<file path="src/rtl/whack_game_core.sv">
// rtl/whack_game_core.sv - timed whack-a-mole round: LFSR moles, countdown, saturating score
module whack_game_core #(
  parameter int          NUM_HOLES     = 5,
  parameter int          IDX_W         = 4,
  parameter int          TICKS_PER_SEC = 50000000,
  parameter int          MOLE_TICKS    = 25000000,
  parameter int          GAME_SECONDS  = 60,
  parameter int          CD_W          = 6,
  parameter int          SCORE_W       = 8,
  parameter logic [15:0] LFSR_SEED     = 16'hACE1
) (
  input  logic                 clock,
  input  logic                 resetn,
  input  logic                 start,
  input  logic                 hit_valid,
  input  logic [IDX_W-1:0]     hit_index,
  input  logic                 penalty_mode,
  output logic [NUM_HOLES-1:0] moles,
  output logic [1:0]           state,
  output logic [CD_W-1:0]      countdown,
  output logic [SCORE_W-1:0]   score,
  output logic                 mole_hit,
  output logic                 miss,
  output logic                 game_over
);

  localparam int SEC_W  = (TICKS_PER_SEC > 1) ? $clog2(TICKS_PER_SEC) : 1;
  localparam int MOLE_W = (MOLE_TICKS > 1) ? $clog2(MOLE_TICKS) : 1;
  localparam logic [4:0] HOLES5 = 5'(NUM_HOLES);

  typedef enum logic [1:0] {
    S_IDLE = 2'd0,
    S_PLAY = 2'd1,
    S_OVER = 2'd2
  } state_e;

  state_e                 state_q, state_d;
  logic [NUM_HOLES-1:0]   moles_q, moles_d;
  logic [CD_W-1:0]        cd_q, cd_d;
  logic [SCORE_W-1:0]     score_q, score_d;
  logic [SEC_W-1:0]       sec_q, sec_d;
  logic [MOLE_W-1:0]      mole_cnt_q, mole_cnt_d;
  logic [15:0]            lfsr_q, lfsr_d;
  logic                   mole_hit_q, mole_hit_d;
  logic                   miss_q, miss_d;
  logic                   game_over_q, game_over_d;

  logic [NUM_HOLES-1:0]   raw_mask, gen_mask, hit_onehot;
  logic [4:0]             fallback_sel;
  logic                   hit_ok, sec_wrap, mole_wrap;

  // Galois form of x^16+x^14+x^13+x^11+1, shifting right.
  assign lfsr_d = {1'b0, lfsr_q[15:1]} ^ (lfsr_q[0] ? 16'hB400 : 16'h0000);

  // An all-zero draw is replaced by a single mole so a loaded board is never empty.
  assign raw_mask     = lfsr_q[NUM_HOLES-1:0];
  assign fallback_sel = {1'b0, lfsr_q[3:0]} % HOLES5;
  assign gen_mask     = (raw_mask != '0) ? raw_mask : (NUM_HOLES'(1) << fallback_sel);

  // Out-of-range indices shift the one-hot to zero, so they count as misses.
  assign hit_onehot = NUM_HOLES'(1) << hit_index;
  assign hit_ok     = (moles_q & hit_onehot) != '0;
  assign sec_wrap   = sec_q == SEC_W'(TICKS_PER_SEC - 1);
  assign mole_wrap  = mole_cnt_q == MOLE_W'(MOLE_TICKS - 1);

  always_comb begin
    state_d     = state_q;
    moles_d     = moles_q;
    cd_d        = cd_q;
    score_d     = score_q;
    sec_d       = sec_q;
    mole_cnt_d  = mole_cnt_q;
    game_over_d = game_over_q;
    mole_hit_d  = 1'b0;
    miss_d      = 1'b0;

    case (state_q)
      S_IDLE, S_OVER: begin
        if (start) begin
          state_d     = S_PLAY;
          cd_d        = CD_W'(GAME_SECONDS);
          score_d     = '0;
          sec_d       = '0;
          mole_cnt_d  = '0;
          game_over_d = 1'b0;
          moles_d     = gen_mask;
        end
      end
      S_PLAY: begin
        if (hit_valid) begin
          if (hit_ok) begin
            mole_hit_d = 1'b1;
            moles_d    = moles_q & ~hit_onehot;
            if (score_q != '1) score_d = score_q + SCORE_W'(1);
          end else begin
            miss_d = 1'b1;
            if (penalty_mode && score_q != '0) score_d = score_q - SCORE_W'(1);
          end
        end

        // Refresh overrides the hit clear; an emptied board refreshes one cycle later.
        if (moles_q == '0 || mole_wrap) begin
          moles_d    = gen_mask;
          mole_cnt_d = '0;
        end else begin
          mole_cnt_d = mole_cnt_q + MOLE_W'(1);
        end

        if (sec_wrap) begin
          sec_d = '0;
          if (cd_q == CD_W'(1)) begin
            cd_d        = '0;
            moles_d     = '0;
            state_d     = S_OVER;
            game_over_d = 1'b1;
          end else begin
            cd_d = cd_q - CD_W'(1);
          end
        end else begin
          sec_d = sec_q + SEC_W'(1);
        end
      end
      default: state_d = S_IDLE;
    endcase
  end

  always_ff @(posedge clock or negedge resetn) begin
    if (!resetn) begin
      state_q     <= S_IDLE;
      moles_q     <= '0;
      cd_q        <= CD_W'(GAME_SECONDS);
      score_q     <= '0;
      sec_q       <= '0;
      mole_cnt_q  <= '0;
      lfsr_q      <= LFSR_SEED;
      mole_hit_q  <= 1'b0;
      miss_q      <= 1'b0;
      game_over_q <= 1'b0;
    end else begin
      state_q     <= state_d;
      moles_q     <= moles_d;
      cd_q        <= cd_d;
      score_q     <= score_d;
      sec_q       <= sec_d;
      mole_cnt_q  <= mole_cnt_d;
      lfsr_q      <= lfsr_d;
      mole_hit_q  <= mole_hit_d;
      miss_q      <= miss_d;
      game_over_q <= game_over_d;
    end
  end

  assign moles     = moles_q;
  assign state     = state_q;
  assign countdown = cd_q;
  assign score     = score_q;
  assign mole_hit  = mole_hit_q;
  assign miss      = miss_q;
  assign game_over = game_over_q;

endmodule
</file>
<file path="config.mk">
export PLATFORM = sky130hd
export DESIGN_NAME = whack_game_core
export DESIGN_NICKNAME = d
export VERILOG_FILES = /design/src/rtl/whack_game_core.sv
export SDC_FILE = /design/constraint.sdc
export NUM_CORES = 1
export LEC_CHECK = 0
export CORE_MARGIN = 10
export CORE_UTILIZATION = 28
export CTS_BUF_LIST = sky130_fd_sc_hd__clkbuf_8 sky130_fd_sc_hd__clkbuf_16
export CTS_CLUSTER_DIAMETER = 100
export CTS_CLUSTER_SIZE = 20
export DETAILED_ROUTE_END_ITERATION = 10
export PLACE_DENSITY_LB_ADDON = 0.3
export SYNTH_ARGS = -nofsm -noshare
export SYNTH_HDL_FRONTEND = slang
export SYNTH_SLANG_ARGS = --single-unit
</file>
<file path="constraint.sdc">
create_clock -name clock -period 3.5 [get_ports clock]
set_input_delay 0.875 -clock clock [delete_from_list [all_inputs] [get_ports clock]]
set_output_delay 0.875 -clock clock [all_outputs]
set_load 0.1 [all_outputs]
</file>
==> results of run 1 <==
layout make-up:
class	count	area [sq um]	share of cell area (%)
well taps	220	275	4.84
clock buffers	9	225	3.96
flip-flops and latches	91	2290	40.3
clock inverters	7	100	1.76
inverters	11	41.3	0.726
multi-input cells	362	2310	40.6
repair buffers	55	443	7.79
synth_stat cells (all sizes together), types with 4 or more instances:
library cell and number:
dfrtp 79, o21ai 58, nand2 45, nor2 34, nand3 32, a21oi 22, nand4 19, xor2 17
and3 16, dfstp 12, xnor2 12, clkbuf 11, inv 11, ha 10, a31oi 9, nor3 9
o31ai 9, buf 7, nor4 7, a21o 5, a32o 5, o22a 5, nor2b 4, o21a 4
stage by stage:
step / hold slack, ns / power [mW]
detailed placement: 0.340 / 2.72
global placement: 0.336 / 2.70
CTS: 0.357 / 3.80
floorplan: 0.331 / 2.32
global route: 0.367 / 4.01
finish: 0.351 / 3.77
repair_timing:
item                       4_1_cts  5_1_grt
hold buffers                     0        0
setup buffers                    0        0
gates resized for setup          0        2
setup endpoints to repair        0        1
power by group:
part	total, mW	internal [mW]	switching, mW
logic	1.36	0.461	0.904
clock network	1.06	0.632	0.427
registers	1.35	1.18	0.171
worst min-delay path by stage:
stage,to,slack (ns),cells after the start
2_1_floorplan,lfsr_q[8],0.33,0
3_3_place_gp,lfsr_q[8],0.34,0
3_5_place_dp,lfsr_q[7],0.34,0
4_1_cts,lfsr_q[8],0.36,0
5_1_grt,lfsr_q[6],0.37,0
6_report,lfsr_q[8],0.35,0
sequential cells by signal, summed over array words and instances (netlist names):
name and flops:
sec_q 26, mole_cnt_q 25, lfsr_q 16, score 8, countdown 6, moles 5, state 2, game_over 1
miss 1, mole_hit 1
cell usage in the layout, fill, tap and decap left out, types with 11 or more instances in the layout:
master,count
dfstp_2,12
nor2_1,31
xor2_1,17
buf_4,47
dfrtp_1,79
o21ai_0,32
nand3_1,31
nand4_1,17
inv_1,11
a21oi_1,21
xnor2_1,12
nand2_1,45
and3_1,16
o21ai_1,26
metal layers:
layer,up-vias,share of wire (%),global-route usage [%]
met4,0,1.2,3.16
met5,-,0,0
met2,46,47,15.9
met3,11,3.6,3.41
met1,1897,48,14.1
li1,1875,-,-
cells by family after synthesis:
| group | after synthesis |
|---|---|
| simple gates | 188 |
| compound gates | 129 |
| flops | 91 |
| xor+xnor | 29 |
| buf+inv | 29 |
| fa+ha+maj | 11 |
| mux | 5 |
==> flow_metrics.env, run 1 <==
export IMPL_grt_pass1_wl_mm=19.5
export IMPL_antenna_cells=0
export IMPL_crit_fanout=7
export IMPL_grtUsageTotal_pct=10.5
export IMPL_crit_slowest_cell="clkdlybuf4s50_1"
export IMPL_rsz0062_at_grt="no"
export IMPL_synth_xor_area_share_pct=5.39
export IMPL_clk_path_buf_depth=2
export IMPL_r2r_end="score[7]"
export IMPL_vdd_drop_max_mv=0.328
export IMPL_cp_startpoint="hit_index[0]"
export IMPL_first_iter_violations=230
export IMPL_layout_cells_non_filler=755
export IMPL_cts_root_buf="clkbuf_16"
export IMPL_final_core_util_pct=34.4
export IMPL_cp_required_ns=3.71
export IMPL_synth_top_cell_area_share_pct=42.0
export IMPL_setup_viol=0
export IMPL_drive_above_1_share_pct=17.8
export IMPL_crit_path_end="score[7]"
export IMPL_synthDistinctLibCells=60
export IMPL_dp_hpwl_mm=7.94
export IMPL_syn_area_per_cell_sq_um=9.77
export IMPL_grt_max_degree=54
export IMPL_area_delta_synth_final_pct=20.8
export IMPL_clk_pin_slew_worst_paths_ns=0.07
export IMPL_period_needed_ns=3.31
export IMPL_netlist_instances=482
export IMPL_leakage_nw=2.39
export IMPL_arrival_ns=3.52
export IMPL_power_density_mw_per_mm2=664
export IMPL_fin_ws_ns=0.194
export IMPL_drv_slew=0
export IMPL_fin_worst_skew_ns=0.00759
export IMPL_gp_congestion=0.806
export IMPL_hold_class="reg2reg"
export IMPL_synth_edf_count=0
export IMPL_synth_cell_area_sq_mm=0.00471
export IMPL_cp_common_cell="buf_4"
export IMPL_async_reset_ff_share_pct=100
export IMPL_yosys_most_used_dff="dfrtp_1"
export IMPL_remaining_drc_errors=0
export IMPL_ys_top_cells_by_area="dfrtp_1, dfstp_2, nand2_1"
export IMPL_cts_sinks=91
export IMPL_tightest_slew_ns=0.712
export IMPL_cts_max_level=3
export IMPL_fill_cells=1633
export IMPL_via_per_inst=5.07
export IMPL_fp_dieW_microns=150
export IMPL_synth_compound_area_share_pct=17.1
export IMPL_slew_headroom_pct=52.5
export IMPL_critPathKind="in2reg"
export IMPL_initial_core_util_pct=28.5
export IMPL_fin_tns_setup_ns=0
export IMPL_wl_per_cell_microns=15.0
export IMPL_ff2ff_path_depth=10
export IMPL_crit_family="compound AO/OA/AOI/OAI gates"
export IMPL_dr_pass1_iters=4
export IMPL_coreArea_sq_mm=0.0165
export IMPL_slowest_delay_ns=0.52
export IMPL_crit_path_cell_trace="clkdlybuf4s50_1, mux2_2, a22o_1, a41oi_2, buf_4, buf_4, ha_1, a21o_1, a31oi_2, mux2i_1, o311ai_1"
export IMPL_ys_seq_elements=91
export IMPL_first_global_vias=3783
export IMPL_finalCritPeriodShare_pct=94.4
export IMPL_status="complete, no violations"
export IMPL_yosys_area_share_simple_pct=22.1
export IMPL_antenna_found_initial=0
export IMPL_grt_overflow_total=0
export IMPL_dp_worst_setup_slack_ns=-0.255
export IMPL_placed_area_sq_mm=0.00536
export IMPL_cts_made_buffers=9
export IMPL_dp_cells=739
export IMPL_finalNetCount=550
export IMPL_synth_area_mux_share_pct=1.12
export IMPL_critPathBufInv=3
export IMPL_yosys_area_share_adder_pct=3.08
export IMPL_synth_top_family_by_area="simple AND/OR/NAND/NOR gates"
export IMPL_cap_violations=0
export IMPL_synthesis_nets=502
export IMPL_end_kind="flop"
export IMPL_ff2ff_setup_slack_ns=0.86
export IMPL_insertion_delay_ns=0.34
export IMPL_cts_tree="done"
export IMPL_portBuffers=32
export IMPL_hp_start="lfsr_q[9]"
export IMPL_regToRegStartpoint="moles[3]"
export IMPL_fin_area_sq_mm=0.00569
export IMPL_start_kind="input pin"
export IMPL_clock_fmax_mhz=303
export IMPL_yosysWarnings=0
export IMPL_finalHoldViolations=0
export IMPL_drt_wl_total_mm=11.3
export IMPL_synth_area_leader_cell="dfrtp_1"
export IMPL_die_y_microns=150
export IMPL_die_area_sq_mm=0.0224
export IMPL_drtAntennaViolNets=0
export IMPL_io_pins=33
export IMPL_path_depth=11
export IMPL_rows=47
export IMPL_ys_seq_area_share_pct=48.7
export IMPL_via_count=3829
No activity file was read; power rests on OpenSTA's default activity.
==> run 2, diff against run 1 <==
- ABC_AREA: not set -> 1
==> run 2 against run 1 <==
Compared with the run above:
- global-route usage up 0.43 points
- highest routed layer unchanged
- first-iteration DRC count is 34% higher
- cell count increased by 36%
- die area increased by 15%
- design area is 12% higher
- via count is 26% higher
- critical endpoint unchanged
- critical path depth up 2
- core utilization down 1.5 points
- synthesized area grew 17%
==> flow_metrics.env, run 2 <==
export IMPL_final_common_cell="nand2_1"
export IMPL_grtUsageTotal_pct=11.0
export IMPL_initial_core_util_pct=28.4
export IMPL_arrival_ns=3.23
export IMPL_syn_area_per_cell_sq_um=7.63
export IMPL_drive_above_1_share_pct=13.4
export IMPL_synth_top_cell_area_share_pct=35.9
export IMPL_fin_tns_setup_ns=0
export IMPL_hold_buffers=0
export IMPL_largest_register="sec_q"
export IMPL_antenna_found_initial=0
export IMPL_area_delta_synth_final_pct=15.7
export IMPL_synth_cell_area_sq_mm=0.00551
export IMPL_async_reset_ff_share_pct=100
export IMPL_io_pins=33
export IMPL_placed_area_sq_mm=0.00608
export IMPL_first_iter_violations=309
export IMPL_grt_pass1_wl_mm=23.8
export IMPL_insertion_delay_ns=0.35
export IMPL_final_cell_mix="nand2_1, inv_1, dfrtp_1"
export IMPL_cts_made_buffers=9
export IMPL_multi_input_area_sq_mm=0.00276
export IMPL_clk_path_buf_depth=2
export IMPL_slew_headroom_pct=70.0
export IMPL_crit_fanout=10
export IMPL_status="complete, no violations"
export IMPL_die_area_sq_mm=0.0257
export IMPL_ys_seq_area_share_pct=41.6
export IMPL_die_y_microns=160
export IMPL_rsz0062_at_grt="no"
export IMPL_p_seq_share_pct=35.0
export IMPL_power_density_mw_per_mm2=635
export IMPL_seqCellArea_sq_mm=0.00229
export IMPL_yosys_top_cells_count="nand2_1, inv_1, dfrtp_1, nor2_1, nand3_1"
export IMPL_switching_share_pct=44.2
export IMPL_slowest_delay_ns=0.54
export IMPL_clock_fmax_mhz=335
export IMPL_largestRegisters="sec_q x26, mole_cnt_q x25, lfsr_q x16"
export IMPL_crit_slowest_cell="clkdlybuf4s50_1"
export IMPL_cts_sinks=91
export IMPL_cts_tree="done"
export IMPL_yosysMostFrequentCell="nand2_1"
export IMPL_first_global_vias=4697
export IMPL_yosysWarnings=0
export IMPL_coreArea_sq_mm=0.0194
export IMPL_setup_viol=0
export IMPL_hold_class="reg2reg"
export IMPL_ys_top_cells_by_area="dfrtp_1, nand2_1, inv_1"
export IMPL_fin_area_sq_mm=0.00638
export IMPL_cp_required_ns=3.74
export IMPL_finalHoldViolations=0
export IMPL_tightest_slew_ns=0.445
export IMPL_ys_seq_elements=91
export IMPL_portBuffers=32
export IMPL_cts_root_buf="clkbuf_16"
export IMPL_finalNetCount=779
export IMPL_via_per_inst=4.69
export IMPL_synth_edf_count=0
export IMPL_p_switching_mw=1.79
export IMPL_clk_pin_slew_worst_paths_ns=0.07
export IMPL_grt_overflow_total=0
export IMPL_dr_pass1_iters=5
export IMPL_power_frac_comb_pct=40.1
export IMPL_remaining_drc_errors=0
export IMPL_grt_max_degree=61
export IMPL_critPathKind="in2reg"
export IMPL_fill_cells=2103
export IMPL_end_kind="flop"
export IMPL_drv_slew=0
export IMPL_rows=51
export IMPL_antenna_cells=0
export IMPL_start_kind="input pin"
export IMPL_synth_area_leader_cell="dfrtp_1"
export IMPL_yosys_most_used_dff="dfrtp_1"
export IMPL_internal_power_mw=2.26
export IMPL_crit_path_cell_trace="clkdlybuf4s50_1, nor2_1, nand4_1, nand2_1, nor2_2, ha_1, a21oi_1, o21ai_0, a21oi_1, nand3b_1, nand2_1, nand2_1, nand2_1"
export IMPL_drt_wl_total_mm=13.9
export IMPL_largest_reg_flops=26
export IMPL_synthesis_nets=742
export IMPL_fin_worst_skew_ns=0.00985
export IMPL_synthDistinctLibCells=50
export IMPL_via_count=4830
export IMPL_gp_congestion=0.834
export IMPL_wl_per_cell_microns=13.5
export IMPL_leakage_nw=2.95
export IMPL_clkPwrFrac_pct=24.9
export IMPL_finalCritPeriodShare_pct=85.4
export IMPL_cap_violations=0
export IMPL_cts_max_level=3
export IMPL_post_cts_resized=0
export IMPL_cp_common_cell="nand2_1"
export IMPL_dp_hpwl_mm=9.99
export IMPL_fp_dieW_microns=160
export IMPL_netlist_instances=722
export IMPL_vdd_drop_max_mv=0.276
export IMPL_post_cts_setup_buffers=0
export IMPL_drtAntennaViolNets=0
export IMPL_period_needed_ns=2.99
[run 2: cell types whose count changed after synthesis, moves of 9 or more]
cell     delta
o22ai_1    +14
nand3_1    +31
nor3_1     +16
nor2_1     +38
o21ai_0    +10
xnor2_1     -9
nand2_1   +119
and3_1     -15
o21ai_1    -20
inv_1      +82
nand4_1    +13
[run 2: worst max-delay path: cells and delay by family]
family	cells	cell delay (ns)
fa+ha+maj	1	0.37
simple gates	8	0.93
compound gates	3	0.50
buf+inv	1	0.54
[run 2: metal layers]
layer	up-vias	wire length (microns)	share of wire [%]	GRT usage [%]
li1	2465	-	-	-
met1	2255	7050	51	15.2
met2	98	6150	44	16.9
met3	12	522	3.8	2.81
met4	0	153	1.1	2.09
met5	-	0	0	0
[run 2: worst paths after layout]
check,start,end,slack (ns),cells past startpoint
max reg2reg,moles[4],score[7],1.19,11
min,lfsr_q[8],lfsr_q[7],0.35,0
max in group asynchronous,resetn,lfsr_q[15],2.31,2
min in group asynchronous,resetn,sec_q[24],0.47,1
min reg2reg,lfsr_q[8],lfsr_q[7],0.35,0
max,hit_index[0],score[7],0.51,13
[run 2: area by class of cell]
type	instances	share of cell area (%)
multi-input cells	518	43.2
flip-flops and latches	91	35.9
inverters	103	6.22
well taps	265	5.20
repair buffers	36	4.71
clock buffers	10	3.75
clock inverters	6	0.981
[run 2: logic make-up after synthesis]
| kind of cell | after synthesis | share of synthesized area [%] |
|---|---|---|
| buffers and inverters | 113 | 8.40 |
| DFF | 91 | 41.6 |
| adders and majority gates | 11 | 2.63 |
| AOI/OAI and AO/OA | 99 | 10.2 |
| xor gates and xnor gates | 23 | 3.66 |
| and+or+nand+nor | 385 | 33.5 |
[run 2: metrics by stage]
| step | power (mW) | hold WS [ns] | utilization [%] | cells | setup WS [ns] |
|---|---|---|---|---|---|
| after floorplan | 2.68 | 0.331 | - | 722 | 0.819 |
| after global placement | 3.06 | 0.337 | 31.3 | 1013 | 0.177 |
| after detailed placement | 3.06 | 0.336 | 31.3 | 1013 | 0.181 |
| after CTS | 4.10 | 0.350 | 32.9 | 1029 | 0.533 |
| after global routing | 4.35 | 0.365 | 32.9 | 1029 | 0.284 |
| final | 4.05 | 0.351 | 32.9 | 1029 | 0.511 |
[run 2: power groups by stage]
stage                     Sequential [mW]  Clock, mW  Combinational (mW)
after global placement               1.44          0                1.63
after global routing                 1.45       1.09                1.81
after detailed placement             1.43          0                1.63
after floorplan                      1.87          0               0.817
after CTS                            1.42       1.04                1.63
final                                1.42       1.01                1.62
==> run 3, diff against run 2 <==
- CORE_MARGIN: 10 -> 2
- TNS_END_PERCENT: not set -> 1
==> run 3 against run 2 <==
Compared with the run above:
- clock power shrank 7%
- non-clock buffer count grew 3
- flip-flop and latch count is the same
- die area shrank 19%
- cell count grew 0.29%
- clock-buffer cell count shrank 1
- combinational power is essentially flat
- global-route usage grew 3.0 points
- critical path depth is the same
- largest cell class unchanged
- largest power group unchanged
==> flow_metrics.env, run 3 (synthesis results as in run 2) <==
export IMPL_grtUsageTotal_pct=14.0
export IMPL_start_kind="input pin"
export IMPL_cp_required_ns=3.74
export IMPL_cts_tree="done"
export IMPL_cts_max_level=3
export IMPL_clk_pin_slew_worst_paths_ns=0.07
export IMPL_final_common_cell="nand2_1"
export IMPL_largest_reg_flops=26
export IMPL_grt_pass1_wl_mm=23.3
export IMPL_via_count=4852
export IMPL_initial_core_util_pct=28.4
export IMPL_hold_class="reg2reg"
export IMPL_antenna_found_initial=0
export IMPL_drt_wl_total_mm=13.6
export IMPL_setup_viol=0
export IMPL_fin_tns_setup_ns=0
export IMPL_via_per_inst=4.70
export IMPL_dp_hpwl_mm=9.95
export IMPL_vdd_drop_max_mv=0.222
export IMPL_hp_start="lfsr_q[8]"
export IMPL_hold_buffers=0
export IMPL_hold_path_endpoint="lfsr_q[7]"
export IMPL_leakage_nw=2.95
export IMPL_final_cell_mix="nand2_1, inv_1, dfrtp_1"
export IMPL_regToRegStartpoint="moles[4]"
export IMPL_first_iter_violations=262
export IMPL_crit_fanout=8
export IMPL_first_global_vias=4749
export IMPL_slew_headroom_pct=50.3
export IMPL_r2r_end="score[7]"
export IMPL_die_y_microns=144
export IMPL_ff2ff_path_depth=11
export IMPL_grt_overflow_total=0
export IMPL_cts_root_buf="clkbuf_16"
export IMPL_largestRegisters="sec_q x26, mole_cnt_q x25, lfsr_q x16"
export IMPL_fin_worst_skew_ns=0.00855
export IMPL_clk_path_buf_depth=2
export IMPL_slowest_delay_ns=0.56
export IMPL_fp_dieW_microns=144
export IMPL_hold_path_depth=0
export IMPL_largest_register="sec_q"
export IMPL_remaining_drc_errors=0
export IMPL_finalCritPeriodShare_pct=84.9
export IMPL_drv_slew=0
export IMPL_arrival_ns=3.21
export IMPL_power_mw=4.01
export IMPL_power_density_mw_per_mm2=629
export IMPL_crit_path_cell_trace="clkdlybuf4s50_1, nor2_1, nand3_1, nand3_1, nor2_2, ha_1, a21oi_1, o21ai_0, a21oi_1, nand3b_1, nand2_1, nand2_1, nand2_1"
export IMPL_drtAntennaViolNets=0
export IMPL_rows=51
export IMPL_cts_made_buffers=9
export IMPL_clock_fmax_mhz=337
export IMPL_tightest_slew_ns=0.745
export IMPL_post_cts_resized=0
export IMPL_wl_per_cell_microns=13.1
export IMPL_dr_pass1_iters=4
export IMPL_cp_common_cell="nand2_1"
export IMPL_cts_sinks=91
export IMPL_finalHoldViolations=0
export IMPL_critPathKind="in2reg"
export IMPL_portBuffers=32
export IMPL_status="complete, no violations"
export IMPL_grt_max_degree=58
export IMPL_period_needed_ns=2.97
export IMPL_drive_above_1_share_pct=13.7
export IMPL_io_pins=33
export IMPL_end_kind="flop"
export IMPL_cap_violations=0
export IMPL_area_delta_synth_final_pct=15.6
export IMPL_antenna_cells=0
export IMPL_gp_congestion=0.839
export IMPL_post_cts_setup_buffers=0
export IMPL_crit_slowest_cell="clkdlybuf4s50_1"
export IMPL_ff2ff_setup_slack_ns=1.24
export IMPL_die_area_sq_mm=0.0208
export IMPL_rsz0062_at_grt="no"
export IMPL_coreArea_sq_mm=0.0194
export IMPL_finalNetCount=782
export IMPL_insertion_delay_ns=0.35
==> run 3: cell types whose count changed in the layout (fill, tap and decap cells not counted) <==
cell	change
clkinv_4	+2
clkbuf_8	-1
clkinv_2	-3
buf_12	-1
clkinvlp_4	+1
bufinv_16	-1
inv_6	+2
buf_4	+4
==> run 3: layout make-up <==
cell class | count | area, sq um
clock inverter | 7 | 60.1
fill | 2103 | 13000
tap | 265 | 332
multi-input combinational | 518 | 2760
timing repair buffer | 39 | 310
inverter | 103 | 397
sequential | 91 | 2290
clock buffer | 9 | 225
==> run 3: power breakdown <==
group / internal (mW) / switching [mW]
clock network: 0.493 / 0.448
logic: 0.475 / 1.17
registers: 1.21 / 0.210
total: 2.18 / 1.82
==> run 3: worst max-delay path: cells and delay by family <==
family	cells	cell delay, ns
buf+inv	1	0.56
fa+ha+maj	1	0.35
compound gates	3	0.54
simple gates	8	0.89
==> run 3: per-layer routing <==
metal | global-route usage, % | share of wire [%]
met3 | 2.12 | 3.4
met2 | 22.1 | 45
met1 | 19.5 | 51
met5 | 0 | 0
met4 | 4.75 | 1.5
==> run 3: worst max path at each step <==
| stage | from | endpoint | slack [ns] | depth (start not counted) |
|---|---|---|---|---|
| after floorplan | hit_index[1] | score[7] | 0.82 | 13 |
| after global placement | hit_index[0] | score[7] | 0.28 | 13 |
| after detailed placement | hit_index[0] | score[7] | 0.18 | 13 |
| after CTS | hit_index[0] | score[7] | 0.55 | 13 |
| after global routing | hit_index[0] | score[7] | 0.30 | 13 |
| final | hit_index[0] | score[7] | 0.53 | 13 |
==> run 3: stage by stage <==
stage,setup slack (ns),std cells,area [sq um],utilization [%],hold slack (ns)
floorplan,0.819,722,5510,-,0.331
global placement,0.276,1016,6090,31.4,0.335
detailed placement,0.179,1016,6090,31.4,0.339
CTS,0.546,1032,6370,32.8,0.356
global route,0.300,1032,6370,32.8,0.355
finish,0.530,1032,6370,32.8,0.354
